## config.mk

```make
export PLATFORM = sky130hd
export DESIGN_NAME = ack_event_queue
export DESIGN_NICKNAME = d
export VERILOG_FILES = /design/src/rtl/ack_event_queue.sv
export SDC_FILE = /design/constraint.sdc
export NUM_CORES = 1
export LEC_CHECK = 0
export CORE_UTILIZATION = 25
export DETAILED_ROUTE_END_ITERATION = 10
export SLEW_MARGIN = 10
export SYNTH_ARGS = -nofsm -noshare
export SYNTH_HDL_FRONTEND = slang
export SYNTH_SLANG_ARGS = --single-unit
```

## constraint.sdc

```tcl
create_clock -name clk -period 1.9 [get_ports clk]
set_input_delay 0.38 -clock clk [delete_from_list [all_inputs] [get_ports clk]]
set_output_delay 0.38 -clock clk [all_outputs]
set_load 0.05 [all_outputs]
```

## src/rtl/ack_event_queue.sv

```systemverilog
// rtl/ack_event_queue.sv - FIFO of arbiter ack winners with sticky overflow and drop counter
module ack_event_queue #(
  parameter int DEPTH  = 4,
  parameter int ADDR_W = 2
) (
  input  logic              clk,
  input  logic              rst_n,
  input  logic              ack_event,
  input  logic [1:0]        winner_source_id,
  output logic              evt_valid,
  output logic [1:0]        evt_source_id,
  input  logic              evt_ready,
  output logic [ADDR_W:0]   evt_count,
  output logic              queue_full,
  output logic              overflow,
  output logic [7:0]        drop_cnt,
  input  logic              clr_overflow
);

  localparam logic [ADDR_W:0] FULL_CNT = (ADDR_W + 1)'(DEPTH);

  logic [1:0]        mem [DEPTH];
  logic [ADDR_W-1:0] rd_ptr;
  logic [ADDR_W-1:0] wr_ptr;
  logic [ADDR_W:0]   count;
  logic              pop;
  logic              push_ok;
  logic              drop;

  // A pop frees a slot in the same cycle, so a full queue still accepts a push then.
  always_comb begin
    pop     = evt_valid & evt_ready;
    push_ok = ack_event & ((count < FULL_CNT) | pop);
    drop    = ack_event & ~push_ok;
  end

  always_ff @(posedge clk) begin
    if (push_ok) begin
      mem[wr_ptr] <= winner_source_id;
    end
  end

  always_ff @(posedge clk) begin
    if (!rst_n) begin
      rd_ptr <= '0;
      wr_ptr <= '0;
      count  <= '0;
    end else begin
      if (push_ok) begin
        wr_ptr <= wr_ptr + ADDR_W'(1);
      end
      if (pop) begin
        rd_ptr <= rd_ptr + ADDR_W'(1);
      end
      if (push_ok && !pop) begin
        count <= count + (ADDR_W + 1)'(1);
      end else if (pop && !push_ok) begin
        count <= count - (ADDR_W + 1)'(1);
      end
    end
  end

  // A drop in the same cycle as a clear wins and restarts the count at one.
  always_ff @(posedge clk) begin
    if (!rst_n) begin
      overflow <= 1'b0;
      drop_cnt <= 8'd0;
    end else if (drop) begin
      overflow <= 1'b1;
      if (clr_overflow) begin
        drop_cnt <= 8'd1;
      end else if (drop_cnt != 8'hFF) begin
        drop_cnt <= drop_cnt + 8'd1;
      end
    end else if (clr_overflow) begin
      overflow <= 1'b0;
      drop_cnt <= 8'd0;
    end
  end

  always_comb begin
    evt_valid     = (count != '0);
    evt_source_id = evt_valid ? mem[rd_ptr] : 2'b00;
    evt_count     = count;
    queue_full    = (count == FULL_CNT);
  end

endmodule

```

==> out/metrics.csv, run 1 <==
metric,value,unit
CP Launch Type,flop,
Fmax,0.532,GHz
Synth Net Count,134,
I/O pin count,23,
Rel. slew slack,0.752,
Final period util,0.989,
clock skew,0.00491,ns
Pre-antenna DRT Iters,4,
"Design Area, Final",1780,µm²
share of cells above drive strength 1,0.353,
worst vdd ir,0.585,mV
Placed Area,1660,µm²
post-route insts no fill,220,
row cnt,25,
Routed Antenna Nets,0,
Leak Pwr,0.690,nW
global router's overall resource usage,0.105,
GR Overflow Total,0,
core area,4880,µm²
Port Buf Inserts,22,
1st-iter DRT viols,94,
vias in the first global route,953,
Final min period,1.88,ns
Synth top area share,0.275,
status,"complete, no violations",
wire per inst,12.4,µm
CP max FO,2,
Root Buffer,clkbuf_8,
Placer Congestion,0.823,
Synth area leader,dfxtp_1,
Max H-tree Level,1,
Critical Path RT,2.10,ns
Layout area overhead,35.7,%
flop and latch count out of synthesis,26,
yosys warns,0,
Synth Instances,120,
largest family of logic cells by synthesized area,simple AND/OR/NAND/NOR gates,
Final #Nets,168,
Clock Pin Slew Worst Setup and Hold Paths,0.09,ns
CP Class,flop to flop,
"commonest non-fill, non-tap cell in the layout",buf_4,
Final Max Tran Viols,0,
pin count of the biggest net entering global routing,16,
Power Density,1290,nW/µm²
sequential cell area,611,µm²
Synth area leaders,"dfxtp_1, edfxtp_1, ha_1",
n_diodes,0,
CTS sink count,26,
setup violators final,0,
"Avg Cell Area, Syn",10.9,µm²
CP arrival,2.08,ns
Vert. Die Dim,74.4,µm
DP Cell Count,214,
Vias,1013,
initial antenna violation count,0,
first-pass GRT wire length,4.46,mm
CTS max path bufs,2,
Multi-input gate area,698,µm²
Adder-Cell Fraction of Synth Area,0.0726,
DR DRC count,0,
TritonCTS buffer count,3,
Max Cap Violations,0,
simple-gate share of the synthesized area,0.194,
Fin. Hold Viols,0,
Die Footprint,5530,µm²
# fillers,500,
most frequent cells in the layout,"buf_4, dfxtp_1, edfxtp_1",
dpl hpwl,2.10,mm
Vias/cell,4.60,
RSZ-0062 raised after global routing,yes,
Least-Margin Pin Slew,0.372,ns
post-synthesis mux area share,0.0649,
Unique masters post-synth,37,
complex-gate fraction of the synthesized area,0.144,
CTS tree,built,
width of the die,74.4,µm
Post-Syn Area,1310,µm²
Hold Crit Class,flop to flop,
Skew-Pair Late Insertion Delay,0.27,ns
WL final,2.73,mm
xor/xnor share of the synthesized area,0.0267,
"Seq/Total Area, Yosys",0.458,
initial core utilization,0.268,
Setup crit end kind,flop,
metrics by stage:
step           hold slack [ns]  setup TNS, ns  setup WS [ns]  power [mW]   util
2_1_floorplan            0.479        -0.0298        -0.0298        1.41      -
3_3_place_gp             0.472         -0.820         -0.439        1.71  0.341
3_5_place_dp             0.475         -0.870         -0.492        1.73  0.341
4_1_cts                  0.491              0        0.00952        2.25  0.359
5_1_grt                  0.512        -0.0369        -0.0369        2.42  0.364
6_report                 0.483              0         0.0201        2.29  0.364
what timing repair did:
| item | in CTS | in global routing |
|---|---|---|
| cloned | 0 | 0 |
| pin swaps | 1 | 1 |
| resized for setup | 9 | 4 |
| setup buffers | 0 | 2 |
| endpoints found under the setup margin | 3 | 3 |
| hold buffers | 0 | 0 |
cell usage after synthesis:
cell type	count
dfxtp_1	18
edfxtp_1	8
nor2_1	7
ha_1	6
nor2b_1	6
a211oi_2	5
a21oi_1	5
and3_1	5
inv_1	5
nand2_1	5
nand2b_1	5
mux2i_1	4
nand3_1	4
xor2_1	4
and2_1	3
o21ai_0	3
a31oi_1	2
a41oi_1	2
and4_1	2
buf_2	2
mux4_2	2
or3_1	2
a21boi_1	1
a311oi_1	1
a41o_1	1
and3_4	1
and3b_1	1
buf_4	1
buf_6	1
clkinv_1	1
fa_1	1
nand3b_1	1
nor3_1	1
nor3b_1	1
o2bb2ai_1	1
o311ai_1	1
o31ai_2	1
critical path, stage by stage, from the launching register on:
cell,delay [ns]
dfxtp_4,0.37
o31ai_4,0.26
ha_2,0.23
inv_2,0.04
fa_2,0.33
xor2_1,0.16
or3_1,0.32
a21oi_2,0.12
flip-flops by register name, indices dropped and copies added (netlist names), named ones only:
name and cells:
drop_cnt 8, evt_count 3, mem 8, overflow 1
rd_ptr 2, wr_ptr 2
routing by layer:
layer,global-route usage,vias to the layer above,share of wire
li1,-,503,-
met2,0.180,27,0.48
met1,0.130,481,0.47
met3,0.0312,2,0.047
met5,0,-,0
met4,0.0189,0,0.0022
power breakdown:
part	switching [mW]	internal (mW)
Combinational	0.597	0.496
Clock	0.178	0.282
Sequential	0.0736	0.665
Total	0.849	1.44
worst paths after layout:
check,startpoint,endpoint,slack [ns],cells after the start
worst min register to register,overflow,overflow,0.48,2
worst max-delay path,evt_count[1],evt_count[2],0.02,7
worst min-delay path,overflow,overflow,0.48,2
worst max register to register,evt_count[1],evt_count[2],0.02,7
final cells by class:
cell class	count	area share
tap	67	0.0471
inverter	6	0.0127
sequential	26	0.343
clock buffer	3	0.0232
timing repair buffer	33	0.164
clock inverter	1	0.0169
multi-input combinational	84	0.393
cell families after synthesis:
family                     count (synthesis)
and+or+nand+nor                           44
DFF                                       26
AOI/OAI and AO/OA                         23
buffers and inverters                     10
adders and majority gates                  7
muxes                                      6
xor gates and xnor gates                   4
(Power assumes the default switching activity.)
==> run 2, diff against run 1 <==
--- a/config.mk
+++ b/config.mk
@@ -7,6 +7,7 @@
 export LEC_CHECK = 0
 export CORE_UTILIZATION = 25
 export DETAILED_ROUTE_END_ITERATION = 10
+export SKIP_CTS_REPAIR_TIMING = 1
 export SLEW_MARGIN = 10
 export SYNTH_ARGS = -nofsm -noshare
 export SYNTH_HDL_FRONTEND = slang
==> run 2 against run 1 <==
Critical path depth did not move; worst hold slack did not move; final cell count did not move; worst setup slack got worse by 0.0018 ns; clock power barely moved; largest power group unchanged; count of clock-buffer cells in the layout did not move.
==> out/metrics.csv, run 2 (synthesis results as in run 1) <==
metric,value,unit
status,"complete, no violations",
CP Launch Type,flop,
Max H-tree Level,1,
Vias/cell,4.66,
pin count of the biggest net entering global routing,16,
Fin. Hold Viols,0,
final core utilization,0.366,
Placer Congestion,0.823,
Final Max Tran Viols,0,
Multi-input gate area,701,µm²
Max Cap Violations,0,
"Design Area, Final",1790,µm²
Setup crit end kind,flop,
Root Buffer,clkbuf_8,
Critical Path RT,2.10,ns
Power Density,1280,nW/µm²
wire per inst,12.5,µm
most frequent cells in the layout,"buf_4, dfxtp_1, edfxtp_1",
share of cells above drive strength 1,0.359,
Die Footprint,5530,µm²
CTS max path bufs,2,
Rel. slew slack,0.752,
"commonest non-fill, non-tap cell in the layout",buf_4,
initial antenna violation count,0,
Vias,1026,
CP max FO,2,
1st-iter DRT viols,79,
TritonCTS buffer count,3,
Reg-to-Reg Start,evt_count[1],
initial core utilization,0.268,
CTS sink count,26,
width of the die,74.4,µm
Layout area overhead,36.5,%
Vert. Die Dim,74.4,µm
clock skew,0.00361,ns
sequential cell area,611,µm²
core area,4880,µm²
Final min period,1.88,ns
setup violators final,0,
GR Overflow Total,0,
Final period util,0.990,
Hold Crit Class,flop to flop,
worst vdd ir,0.594,mV
crit path launch,evt_count[1],
Routed Antenna Nets,0,
DR DRC count,0,
CP Class,flop to flop,
first-pass GRT wire length,4.46,mm
row cnt,25,
Skew-Pair Late Insertion Delay,0.27,ns
Placed Area,1660,µm²
CTS tree,built,
Clock Pin Slew Worst Setup and Hold Paths,0.09,ns
WL final,2.75,mm
Least-Margin Pin Slew,0.372,ns
Port Buf Inserts,22,
CP arrival,2.08,ns
n_diodes,0,
DP Cell Count,214,
Leak Pwr,0.706,nW
dpl hpwl,2.10,mm
Final #Nets,168,
RSZ-0062 raised after global routing,yes,
global router's overall resource usage,0.105,
I/O pin count,23,
Hold Path Origin,overflow,
Pre-antenna DRT Iters,4,
vias in the first global route,953,
post-route insts no fill,220,
Fmax,0.531,GHz
# fillers,502,
[run 2: cell count changes in the layout (fill, tap and decap cells not counted), sizes merged]
cell and delta:
dlymetal6s2s +2, dlygate4sd2 -2
[run 2: per-stage QoR]
| step | TNS (ns) | hold WS [ns] | setup WS [ns] | total power, mW |
|---|---|---|---|---|
| 2_1_floorplan | -0.0298 | 0.479 | -0.0298 | 1.41 |
| 3_3_place_gp | -0.820 | 0.472 | -0.439 | 1.71 |
| 3_5_place_dp | -0.870 | 0.475 | -0.492 | 1.73 |
| 4_1_cts | -0.339 | 0.491 | -0.212 | 2.19 |
| 5_1_grt | -0.0369 | 0.512 | -0.0369 | 2.42 |
| 6_report | 0 | 0.483 | 0.0183 | 2.30 |
[run 2: critical path: stages (launching register included)]
cell     delay, ns
dfxtp_4       0.37
o31ai_4       0.26
ha_2          0.23
inv_2         0.04
fa_2          0.33
xor2_1        0.16
or3_1         0.32
a21oi_2       0.12
[run 2: area by class of cell]
type | count | area share
inverter | 6 | 0.0126
timing repair buffer | 33 | 0.167
clock buffer | 3 | 0.0231
clock inverter | 1 | 0.0168
multi-input combinational | 84 | 0.392
sequential | 26 | 0.341
tap | 67 | 0.0469
[run 2: path summary, 6_finish.rpt]
path	endpoint	cells past startpoint	slack, ns
worst min register to register	overflow	2	0.48
worst max-delay path	evt_count[2]	7	0.02
worst min-delay path	overflow	2	0.48
worst max register to register	evt_count[2]	7	0.02
[run 2: report_power, final]
part	switching (mW)	total [mW]	internal [mW]
combinational	0.599	1.10	0.498
sequential	0.0751	0.741	0.666
clock	0.177	0.459	0.282
total	0.851	2.30	1.45
[run 2: metal layers]
layer  share of wire  routed length, µm  global-route usage  up-vias
li1                -                  -                   -      503
met1            0.46               1280               0.130      489
met2            0.48               1330               0.180       32
met3           0.050                136              0.0312        2
met4          0.0022                  6              0.0189        0
met5               0                  0                   0        -
==> run 3, diff against run 2 <==
--- a/config.mk
+++ b/config.mk
@@ -5,6 +5,7 @@
 export SDC_FILE = /design/constraint.sdc
 export NUM_CORES = 1
 export LEC_CHECK = 0
+export CORE_ASPECT_RATIO = 0.9
 export CORE_UTILIZATION = 25
 export DETAILED_ROUTE_END_ITERATION = 10
 export SKIP_CTS_REPAIR_TIMING = 1
==> run 3 against run 2 <==
The flow now finishes with violations (setup timing); highest routed layer unchanged; critical path depth unchanged; largest cell class unchanged; wire length up 3.0%; sequential power down 0.5%; first-iteration DRC count down 51%.
==> out/metrics.csv, run 3 (synthesis results as in run 1) <==
metric,value,unit
status,"finished, violations left",
failing checks,setup timing,
global router's overall resource usage,0.115,
CTS tree,built,
TritonCTS buffer count,3,
Max Cap Violations,0,
Layout area overhead,34.7,%
width of the die,78.3,µm
CP Launch Type,flop,
final worst slack,-0.0668,ns
Port Buf Inserts,22,
WHS,0.484,ns
worst vdd ir,0.678,mV
Final #Nets,168,
1st-iter DRT viols,39,
dpl hpwl,2.20,mm
core area,4950,µm²
Pre-antenna DRT Iters,4,
Fin. Hold Viols,0,
CTS max path bufs,2,
setup violators final,1,
Setup crit end kind,flop,
CP Buf/Inv Count,1,
vias in the first global route,1078,
GR Overflow Total,0,
Vias/cell,4.74,
CP Class,flop to flop,
DR DRC count,0,
Most Crowded Layer GR,met2,
initial core utilization,0.264,
wire per inst,13.0,µm
I/O pin count,23,
met3 usage,0.0335,
"delay-heaviest family, CP",adder cells,
Leak Pwr,0.698,nW
RSZ-0062 raised after global routing,yes,
Skew-Pair Late Insertion Delay,0.27,ns
Routed Antenna Nets,0,
n_diodes,0,
Fmax,0.508,GHz
Reg2Reg Setup Slack,-0.07,ns
worst-path cell chain,o31ai_4 > ha_2 > inv_2 > fa_2 > xor2_1 > or3_1 > a21oi_2,
M2 GR Usage,0.197,
first-pass GRT wire length,5.01,mm
Hold Crit Class,flop to flop,
WL final,2.83,mm
Vert. Die Dim,70.7,µm
Clock Pin Slew Worst Setup and Hold Paths,0.09,ns
"commonest non-fill, non-tap cell in the layout",buf_4,
Vias,1034,
CP max FO,2,
Max stage delay on crit path,0.39,ns
CTS sink count,26,
Rel. slew slack,0.762,
Final Max Tran Viols,0,
Final min period,1.97,ns
clock skew,0.00277,ns
Root Buffer,clkbuf_8,
most frequent cells in the layout,"buf_4, dfxtp_1, edfxtp_1",
pin count of the biggest net entering global routing,16,
CP max-delay cell,or3_1,
Placer Congestion,0.784,
initial antenna violation count,0,
Critical Path RT,2.10,ns
Least-Margin Pin Slew,0.357,ns
CP arrival,2.17,ns
Final period util,1.04,
met1 Use GR,0.145,
overall power,2.24,mW
Max H-tree Level,1,
row cnt,24,
share of cells above drive strength 1,0.359,
Power Density,1270,nW/µm²
Die Footprint,5530,µm²
[run 3: worst reg2reg max path, delay by kind of cell (launching register included)]
kind                     cells  cell delay (ns)
flip-flops                   1             0.36
buffers and inverters        1             0.04
AND/OR/NAND/NOR              1             0.39
XOR/XNOR                     1             0.16
AO/OA/AOI/OAI                2             0.40
adder cells (fa/ha/maj)      2             0.56
[run 3: per-stage QoR]
step | instances | utilization | setup slack [ns] | setup TNS [ns] | cell area (µm²)
global route | 218 | 0.356 | -0.178 | -0.209 | 1760
global placement | 214 | 0.336 | -0.448 | -0.897 | 1660
CTS | 218 | 0.350 | -0.260 | -0.388 | 1730
detailed placement | 214 | 0.336 | -0.551 | -1.14 | 1660
finish | 218 | 0.356 | -0.0668 | -0.0668 | 1760
floorplan | 120 | - | -0.0298 | -0.0298 | 1350
[run 3: worst paths after layout]
kind | from | to | cells after the start
max | evt_count[1] | evt_count[2] | 7
min reg2reg | overflow | overflow | 2
max reg2reg | evt_count[1] | evt_count[2] | 7
min | overflow | overflow | 2
[run 3: area by class of cell]
class                   count  area, µm²
clock inverters             1       30.0
multi-input cells          84        699
fillers                   510       3190
well taps                  65       81.3
clock buffers               3       41.3
inverters                   6       22.5
flip-flops and latches     26        611
repair buffers             33        279
[run 3: per-layer routing]
| layer | routed length, µm | vias up |
|---|---|---|
| met1 | 1310 | 497 |
| li1 | - | 503 |
| met3 | 142 | 4 |
| met5 | 0 | - |
| met4 | 15 | 0 |
| met2 | 1370 | 30 |
[run 3: where the power goes]
part | switching [mW] | internal [mW] | leakage, nW
Sequential | 0.0715 | 0.665 | 0.222
Combinational | 0.594 | 0.452 | 0.441
Clock | 0.173 | 0.282 | 0.0357
Total | 0.839 | 1.40 | 0.698
